File: config.mk
export PLATFORM = sky130hd
export DESIGN_NAME = stopwatch_timebase
export DESIGN_NICKNAME = d
export VERILOG_FILES = /design/src/rtl/stopwatch_timebase.sv
export SDC_FILE = /design/constraint.sdc
export NUM_CORES = 1
export LEC_CHECK = 0
export ABC_AREA = 0
export CORE_ASPECT_RATIO = 2
export CORE_UTILIZATION = 40
export CTS_BUF_LIST = sky130_fd_sc_hd__clkbuf_2 sky130_fd_sc_hd__clkbuf_4 sky130_fd_sc_hd__clkbuf_8
export CTS_CLUSTER_DIAMETER = 50
export DETAILED_ROUTE_END_ITERATION = 10
export SYNTH_ARGS = -nofsm -noshare
export SYNTH_HDL_FRONTEND = slang
export SYNTH_SLANG_ARGS = --single-unit
File: constraint.sdc
create_clock -name clk -period 1.9 [get_ports clk]
set_clock_uncertainty 0.15 [all_clocks]
set_input_delay 0.285 -clock clk [delete_from_list [all_inputs] [get_ports clk]]
set_output_delay 0.285 -clock clk [all_outputs]
set_load 0.01 [all_outputs]
File: src/rtl/stopwatch_timebase.sv
// stopwatch_timebase: debounced start/stop and clear buttons driving an IDLE/RUN/PAUSE tick generator
module stopwatch_timebase #(
  parameter int DIVISOR        = 500000,
  parameter int DIV_BITS       = 19,
  parameter int DEBOUNCE_COUNT = 250000,
  parameter int DB_BITS        = 18
) (
  input  logic clk,
  input  logic reset,
  input  logic start_stop_n,
  input  logic clear_n,
  output logic tick,
  output logic running,
  output logic counter_clr_n
);
  typedef enum logic [1:0] {IDLE, RUN, PAUSE} state_t;
  state_t state_q, state_d;
  logic [1:0] s1_q, s1_d, s2_q, s2_d, db_q, db_d, last_q, last_d, press;
  logic [1:0][DB_BITS-1:0] cnt_q, cnt_d;
  logic [DIV_BITS-1:0] pre_q, pre_d;
  logic tick_q, tick_d, running_q, running_d, clr_n_q, clr_n_d;
  logic ss, cl, wrap;
  always_comb begin
    s1_d = {start_stop_n, clear_n};
    s2_d = s1_q;
    last_d = db_q;
    db_d = db_q;
    cnt_d = '0;
    for (int i = 0; i < 2; i++) begin
      if (s2_q[i] != db_q[i]) begin
        if (cnt_q[i] == DB_BITS'(DEBOUNCE_COUNT)) db_d[i] = s2_q[i];
        else cnt_d[i] = cnt_q[i] + 1'b1;
      end
    end
  end
  // bit 1 is start/stop, bit 0 is clear; only falling debounced edges are events
  assign press = last_q & ~db_q;
  assign ss = press[1];
  assign cl = press[0];
  assign wrap = pre_q == DIV_BITS'(DIVISOR - 1);
  always_comb begin
    state_d = state_q;
    pre_d = pre_q;
    tick_d = 1'b0;
    clr_n_d = 1'b1;
    case (state_q)
      IDLE: begin
        if (cl) begin
          clr_n_d = 1'b0;
          pre_d = '0;
        end else if (ss) state_d = RUN;
      end
      RUN: begin
        pre_d = wrap ? '0 : pre_q + 1'b1;
        tick_d = wrap & ~ss;
        if (ss) state_d = PAUSE;
      end
      PAUSE: begin
        if (cl) begin
          state_d = IDLE;
          clr_n_d = 1'b0;
          pre_d = '0;
        end else if (ss) state_d = RUN;
      end
      default: state_d = IDLE;
    endcase
    running_d = state_d == RUN;
  end
  always_ff @(posedge clk or negedge reset) begin
    if (!reset) begin
      s1_q <= 2'b11;
      s2_q <= 2'b11;
      db_q <= 2'b11;
      last_q <= 2'b11;
      cnt_q <= '0;
      state_q <= IDLE;
      pre_q <= '0;
      tick_q <= 1'b0;
      running_q <= 1'b0;
      clr_n_q <= 1'b1;
    end else begin
      s1_q <= s1_d;
      s2_q <= s2_d;
      db_q <= db_d;
      last_q <= last_d;
      cnt_q <= cnt_d;
      state_q <= state_d;
      pre_q <= pre_d;
      tick_q <= tick_d;
      running_q <= running_d;
      clr_n_q <= clr_n_d;
    end
  end
  assign tick = tick_q;
  assign running = running_q;
  assign counter_clr_n = clr_n_q;
endmodule

==> metrics.md <==
| Metric | Value |
|---|---|
| Status | `completed` |
| Starting Density | `41.20%` |
| Post-synth top area share | `43.53%` |
| Tot GR Track Use | `18.78%` |
| Starting DRT DRC Count | `173` |
| Count leader, synth | `dfrtp_1` |
| Pre-antenna DRT Iters | `4` |
| Post-DP HPWL | `5.060 mm` |
| # port buffers | `6` |
| GR Overflow Total | `0` |
| CP arrival | `1.97 ns` |
| Switching power | `0.6165 mW` |
| Wirelength, routed | `7.498 mm` |
| Measured slew at the worst slew-check pin | `roughly 0.38 ns` |
| Pre-CTS setup slack | `-0.1374 ns` |
| FF-to-FF setup slack | `~0.022 ns` |
| Syn Inst Count | `342` |
| NumNets Final | `between 300 and 400` |
| YS warnings | `0` |
| Count of cell types in the netlist | `50` |
| Max-cap viol count | `0` |
| Hold WC Path Type | `in -> reg` |
| Via count | `2656` |
| Via density per instance | `5.398` |
| Switching portion of total power | `between 20% and 30%` |
| RSZ-0062 raised after global routing | `yes` |
| Worst vdd ir | `403.5 uV` |
| First-pass GRT wire length | `about 13 mm` |
| Clock Path Buffers | `2` |
| Die area | `8875 sq um` |
| Final setup violation count | `0` |
| Synth Net Count | `~350` |
| ANT cells | `0` |
| Critical R2R Launch | `pre_q[9]` |
| Crit path from | `pre_q[9]` |
| Max Clk Rate | `532.4 MHz` |
| P_int | `2.194 mW` |
| CTS Root Buffer Type | `clkbuf_8` |
| Die Y | `132.2 um` |
| Slew HR | `74.49%` |
| Synthesis-stage register bit count | `68` |
| Hold Fails Final Rpt | `0` |
| Lkg Pwr | `between 1.5 and 2 nW` |
| Reg2reg path depth | `8` |
| Tcrit/Tclk final | `98.85%` |
| WHS Path Cells | `1` |
| PwrDens | `roughly 680 nW/um^2` |
| Register area share after synthesis | `50.50%` |
| Antenna Nets Post-Route | `0` |
| CTS tree | `built` |
| Area leader, netlist | `dfrtp_1` |
| Worst Path Required | `1.99 ns` |
| Post-synth top cells | `59 x dfrtp_1, 48 x nor2_1, 28 x nand2_1` |
| Clock-pin slew on the worst setup and hold paths | `0.08 ns` |
| Hold Path Origin | `start_stop_n` |
| Gp weighted congestion | `0.8955` |
| Fraction of layout cells with a size suffix above 1 | `23.86%` |
| Slew Viols, Final | `0` |
| Crit start category | `flop` |
| Crit path time final | `1.878 ns` |
| Fillcell total | `756` |
| Largest net degree at the start of global routing | `69` |
| Post-synth EDFFs | `0` |
| Dominant cells by area after synthesis | `dfrtp_1 44%, dfstp_2 7.0%, nor2_1 5.3%` |
| WS Path Type | `reg -> reg` |
| Footprint of the multi-input gates | `1672 sq um` |
| Hold Path Sink | `s1_q[1]` |
| Row cnt | `47` |
| Total chip power | `between 2 and 3 mW` |
| Ports | `7` |
| Logic pwr share | `3.7%` |
| Residual DRC count | `0` |
| Antenna violations before repair | `0` |
| Clk network pwr share | `between 40 and 50%` |
| Seq pwr share | `52.5%` |
| Clock sink total | `68` |
| Crit path setup slack, layout | `0.02177 ns` |
| Top FF cell, synth | `dfrtp_1` |
| H-tree depth | `3` |
| CTS Buf Count | `9` |
| Critical Path Fanout Max | `4` |
| Mapped Area | `roughly 3400 sq um` |
| Async set or reset register ratio after synthesis | `100.0%` |
| Avg Cell Area, Syn | `between 9 and 10 sq um` |
| Die width | `67.12 um` |
| Core footprint | `8233 sq um` |
| Worst-Skew Late Latency | `roughly 0.35 ns` |
| Layout area overhead | `22.50%` |
| Routed len/inst | `15.24 um` |
| RR Endpoint | `pre_q[15]` |
| Reg area | `1714 sq um` |
| Vias in the first global route | `2724` |
| CP endpoint kind | `flop` |
## worst max-delay path, cell delays in order, from the launching register on
cell and delay (ns):
dfrtp_1 0.37, buf_6 0.11, buf_6 0.09, nand4_4 0.10
nor4_4 0.34, buf_4 0.18, and3_4 0.21, a2bb2oi_2 0.13
o21ai_1 0.07
## worst max-delay path by stage
stage | end | slack, ns
5_1_grt | pre_q[5] | -0.08
4_1_cts | pre_q[5] | 0.0009
3_5_place_dp | pre_q[5] | -0.14
2_1_floorplan | pre_q[6] | 0.07
6_report | pre_q[15] | 0.02
3_3_place_gp | pre_q[11] | -0.07
## metrics by stage
step / setup TNS (ns) / cells / util, % / cell area, sq um / hold WS, ns
2_1_floorplan: 0 / 342 / - / 3392 / -0.1606
3_3_place_gp: -0.4302 / 468 / 45.81 / 3771 / 0.1865
3_5_place_dp: -1.029 / 468 / 45.81 / 3771 / 0.1865
4_1_cts: 0 / 487 / 48.65 / 4005 / 0.1733
5_1_grt: -0.3523 / 492 / 50.47 / 4155 / 0.1862
6_report: 0 / 492 / 50.47 / 4155 / 0.1917
## flip-flops by register name, summed over array words and instances, names as in the netlist
register and cells:
last_q 2, s1_q 2, pre_q 19, state_q 2
running 1, counter_clr_n 1, db_q 2, s2_q 2
tick 1, cnt_q 36
## power by group through the flow
| stage | Sequential [mW] | Clock [mW] | Combinational, mW |
|---|---|---|---|
| global placement | 1.50 | 0 | 0.104 |
| floorplan | 1.51 | 0 | 0.0392 |
| detailed placement | 1.50 | 0 | 0.105 |
| CTS | 1.48 | 1.27 | 0.108 |
| finish | 1.48 | 1.23 | 0.104 |
| global route | 1.48 | 1.33 | 0.121 |
## what timing repair did
| action | CTS | global route |
|---|---|---|
| endpoints found under the setup margin | 13 | 52 |
| hold buffers | 1 | 0 |
| resized for setup | 2 | 25 |
| hold endpoints to repair | 59 | 0 |
| cloned | 0 | 2 |
| buffers inserted | 2 | 3 |
| pin swaps | 1 | 4 |
## cells by family after synthesis
kind of cell / share of synthesized area [%]
simple gates: 26.60
flops: 50.50
compound gates: 6.345
xor+xnor: 8.779
buf+inv: 3.799
mux: 2.139
fa+ha+maj: 1.844
## metal layers
metal | vias up | global-route usage [%] | wire length, um
li1 | 1278 | - | -
met1 | 1296 | 21.03 | 2866
met2 | 57 | 30.61 | 4011
met3 | 25 | 4.498 | 251
met4 | 0 | 11.94 | 369
met5 | - | 0 | 0
## final cells by class
cell class / count / share of cell area [%]
clock inverter: 4 / 1.144
sequential: 68 / 41.25
multi-input combinational: 251 / 40.23
clock buffer: 12 / 3.824
tap: 98 / 2.951
timing repair buffer: 43 / 9.154
inverter: 16 / 1.445
## placed cells by master (no fill, tap or decap), drive strengths merged, types with 3 or more instances in the layout
cell type	instances
xnor2	19
or3	4
dfrtp	59
nor4	10
buf	37
nand3	27
and3	8
o21a	3
clkdlybuf4s50	5
o21ai	13
nand4	12
and4	3
or2	3
ha	5
mux2i	5
nand2	28
a21oi	13
clkbuf	12
nor3	9
dfstp	9
xor2	15
inv	16
nor4b	3
nor2	48
No activity file was read; power rests on OpenSTA's default activity.
==> edit 1 (same flow settings) <==
Change the parameter `DIV_BITS` from 19 to 38.
--- a/src/rtl/stopwatch_timebase.sv
+++ b/src/rtl/stopwatch_timebase.sv
@@ -3,3 +3,3 @@
   parameter int DIVISOR        = 500000,
-  parameter int DIV_BITS       = 19,
+  parameter int DIV_BITS       = 38,
   parameter int DEBOUNCE_COUNT = 250000,
Behaviour: no difference found for any inputs over 10 cycles, from zero or initial values and one cycle with reset low; that may be too few to reach the edited logic, so the function may still have changed.
==> edit 1 against the unedited design <==
  * The run now ends with setup timing left
  * Power grew 14%
  * Synthesized cell count increased by 36%
  * Final area is 51% higher
  * Worst hold slack worse by 0.024 ns
  * Sequential power grew 28%
  * Area after synthesis grew 30%
  * Via count rose by 55%
  * Sequential cell count rose by 19
  * Worst setup slack worse by 0.44 ns
  * Wire length up 65%
==> edit 1: results (changes against the unedited design) <==
- Vias in the first global route: 4298 (was 2724)
- Outcome: finished, violations left (was finished clean)
- Delay-heaviest family, CP: compound AO/OA/AOI/OAI gates (was simple AND/OR/NAND/NOR gates)
- Failing checks: setup timing
- Dpl ws: -0.590 ns (was -0.137 ns)
- Metal1 wirelength: 4670 µm (was 2870 µm)
- Synth cell types: 47 (was 50)
- CTS clk-pin slew, worst paths: 0.10 ns (was 0.08 ns)
- Met2 wire len: 6700 µm (was 4010 µm)
- # Post-CTS Setup Buffers: 10 (was 2)
- Synth Instances: 465 (was 342)
- Placed cell areas: 5500 µm² (was 3770 µm²)
- GPL Wtd Cong: 0.904 (was 0.896)
- CTS-repair resized insts: 29 (was 2)
- Nets@finish: 604 (was 398)
- Setup slack after layout: -0.416 ns (was 0.0218 ns)
- Sequential area share after synthesis: 49.8% (was 50.5%)
- Met3 WL: 327 µm (was 251 µm)
- CP max stage delay: 0.53 ns (was 0.37 ns)
- Top fanout value on the critical path: 5 (was 4)
- First-pass GRT wire length: 19800 µm (was 12500 µm)
- DRT Pass-1 Iters: 7 (was 4)
- Clock Latency Late Sink: 0.37 ns (was 0.35 ns)
- DRT iter0 DRCs: 242 (was 173)
- Dpl hpwl: 8480 µm (was 5060 µm)
- Pleak: 2.64 nW (was 1.74 nW)
- Routed wire per std cell: 16.8 µm (was 15.2 µm)
- Slew HR: 53.8% (was 74.5%)
- Largest net degree at the start of global routing: 40 (was 69)
- Post-route setup TNS: -11.40 ns (was 0 ns)
- Biggest regs: pre_q x38, cnt_q x36 (was cnt_q x36, pre_q x19)
- Number of setup violations in the final report: 37 (was 0)
- CTS H-tree lvls: 3 (unchanged)
- Post-synth top cells: 78 x dfrtp_1, 56 x nor2_1, 38 x nand2_1 (was 59 x dfrtp_1, 48 x nor2_1, 28 x nand2_1)
- Max IR drop VDD: 0.000301 V (was 0.000404 V)
- Critical path's slowest cell: o41a_4 (was dfrtp_1)
- Final Instance Count excl. Fillers: 737 (was 492)
- Vias per Instance: 5.60 (was 5.40)
- Placed Cells: 702 (was 468)
- Gr usage total: 22.2% (was 18.8%)
- Layout cells sized above 1: 39.0% (was 23.9%)
- Area contributors post-synth: dfrtp_1 44%, dfstp_2 5.4%, xor2_1 5.0%, nor2_1 4.8%, a31oi_1 3.6% (was dfrtp_1 44%, dfstp_2 7.0%, nor2_1 5.3%, xnor2_1 4.9%, xor2_1 3.9%)
- Critical path arrival: 2.42 ns (was 1.97 ns)
- Root Driver: clkbuf_8 (unchanged)
==> edit 1: cell types whose count changed after synthesis, moves of 10 or more <==
cell / unedited run / this run
nand2_1: 28 / 38
a31oi_1: 0 / 25
xor2_1: 15 / 25
nand4_1: 11 / 21
dfrtp_1: 59 / 78
clkbuf_1: 0 / 14
==> edit 1: area by class of cell <==
cell class              count  area, µm²
fillers                   892       4330
inverters                  14       52.6
flip-flops and latches     87       2190
multi-input cells         347       2520
clock buffers              10        138
clock inverters             6       42.5
repair buffers            136       1160
well taps                 137        171
==> edit 1: final timing paths <==
check | startpoint | end | slack [ns] | cells after the start
worst max-delay path | pre_q[6] | pre_q[36] | -0.42 | 6
worst max register to register | pre_q[6] | pre_q[36] | -0.42 | 6
worst min-delay path | clear_n | s1_q[0] | 0.17 | 1
max in group asynchronous | reset | s1_q[1] | 0.72 | 3
min in group asynchronous | reset | cnt_q[28] | 0.22 | 2
worst min register to register | s1_q[1] | s2_q[1] | 0.21 | 0
==> edit 1: logic make-up after synthesis <==
group           share of synthesized area (%)
simple gates                             25.5
flops                                    49.8
compound gates                           12.3
xor+xnor                                 7.77
buf+inv                                  2.73
fa+ha+maj                                1.42
mux                                     0.512
==> edit 1: report_power, final <==
| group | leakage (nW) | internal, W | switching, W | total, W |
|---|---|---|---|---|
| Clock | 0.0891 | 0.000515 | 0.000702 | 0.00122 |
| Combinational | 1.38 | 0.0000386 | 0.0000662 | 0.000105 |
| Sequential | 1.17 | 0.00187 | 0.0000183 | 0.00189 |
| Total | 2.64 | 0.00242 | 0.000787 | 0.00321 |
==> edit 1: metal layers <==
metal	track usage, %	vias to the layer above
met1	22.4	2050
met4	14.2	0
li1	-	1946
met5	0	-
met3	3.82	43
met2	41.7	87
==> edit 2 (same settings) <==
Made on the original files. Put one more register stage on the output `counter_clr_n`. The value now appears one clock later. The other outputs are not delayed to match.
--- a/src/rtl/stopwatch_timebase.sv
+++ b/src/rtl/stopwatch_timebase.sv
@@ -95,3 +95,5 @@
   assign running = running_q;
-  assign counter_clr_n = clr_n_q;
+  always_ff @(posedge clk) begin
+    counter_clr_n <= clr_n_q;
+  end
 endmodule
Behaviour: same outputs for any inputs over 10 cycles, from zero or initial values and one cycle with reset low; that may be too few to reach the edited logic, so the function may still have changed.
==> edit 2 against the unedited design <==
  * Power is 14% higher
  * Largest cell class unchanged
  * Worst setup slack better by 0.047 ns
  * Final area rose by 2.7%
  * Sequential cell count is 1 higher
  * Clock power up 30%
  * Largest power group is now clock
  * Wire length decreased by 1.1%
  * Sequential share of layout area shrank 0.54 points
  * Area after synthesis is 0.59% higher
  * Maximum frequency is 2.6% higher
==> edit 2: results (changes against the unedited design) <==
- Outcome: finished clean (unchanged)
- Period utilization: 96.4% (was 98.9%)
- Top fanout value on the critical path: 7 (was 4)
- Mux cell area share after synthesis: 2.13% (was 2.14%)
- Slew HR: 74.0% (was 74.5%)
- Asr flop ratio synth: 98.6% (was 100%)
- Met2 wire len: 4180 µm (was 4010 µm)
- Max IR drop VDD: 0.000667 V (was 0.000404 V)
- Fillers: 742 (was 756)
- Layout cells sized above 1: 24.1% (was 23.9%)
- Met2 GRT Util: 32.3% (was 30.6%)
- Post-synthesis compound-gate area fraction: 6.31% (was 6.34%)
- Critical path arrival: 1.91 ns (was 1.97 ns)
- Vias per Instance: 5.39 (was 5.40)
- Metal1 wirelength: 2780 µm (was 2870 µm)
- Gr usage total: 18.7% (was 18.8%)
- Dpl ws: -0.0445 ns (was -0.137 ns)
- # Post-CTS Setup Buffers: 0 (was 2)
- Syn nets: 352 (was 351)
- GPL Wtd Cong: 0.836 (was 0.896)
- CTS-repair resized insts: 3 (was 2)
- Hold slack: 0.192 ns (about the same)
- Met3 WL: 172 µm (was 251 µm)
- XOR/XNOR Fraction of Synth Area: 8.73% (was 8.78%)
- Routed WL: 7420 µm (was 7500 µm)
- DRT iter0 DRCs: 184 (was 173)
- Pleak: 1.81 nW (was 1.74 nW)
- Setup slack, reg-to-reg: 0.07 ns (was 0.02 ns)
- Dpl hpwl: 5150 µm (was 5060 µm)
- Vias in the first global route: 2722 (was 2724)
- Post-layout util: 51.5% (was 50.5%)
==> edit 2: path summary, 6_finish.rpt <==
kind                           start   endpoint  cells past startpoint
max                        pre_q[11]  pre_q[18]                      6
min                          clear_n    s1_q[0]                      1
max reg2reg                pre_q[11]  pre_q[18]                      6
min reg2reg                  s1_q[1]    s2_q[1]                      0
max in group asynchronous      reset    s2_q[1]                      3
min in group asynchronous      reset   pre_q[3]                      3
==> edit 2: final cells by class <==
type                    count  area share [%]
flip-flops and latches     69            40.7
multi-input cells         249            38.4
repair buffers             48            10.3
clock inverters             7            3.43
clock buffers               9            2.90
well taps                  98            2.87
inverters                  16            1.41
==> edit 2: power groups by stage <==
stage | clock network [W] | registers, W | logic, W
floorplan | 0 | 0.00153 | 0.0000392
global placement | 0 | 0.00152 | 0.000109
detailed placement | 0 | 0.00152 | 0.000110
CTS | 0.00164 | 0.00150 | 0.000111
global route | 0.00170 | 0.00150 | 0.000124
finish | 0.00160 | 0.00150 | 0.000107
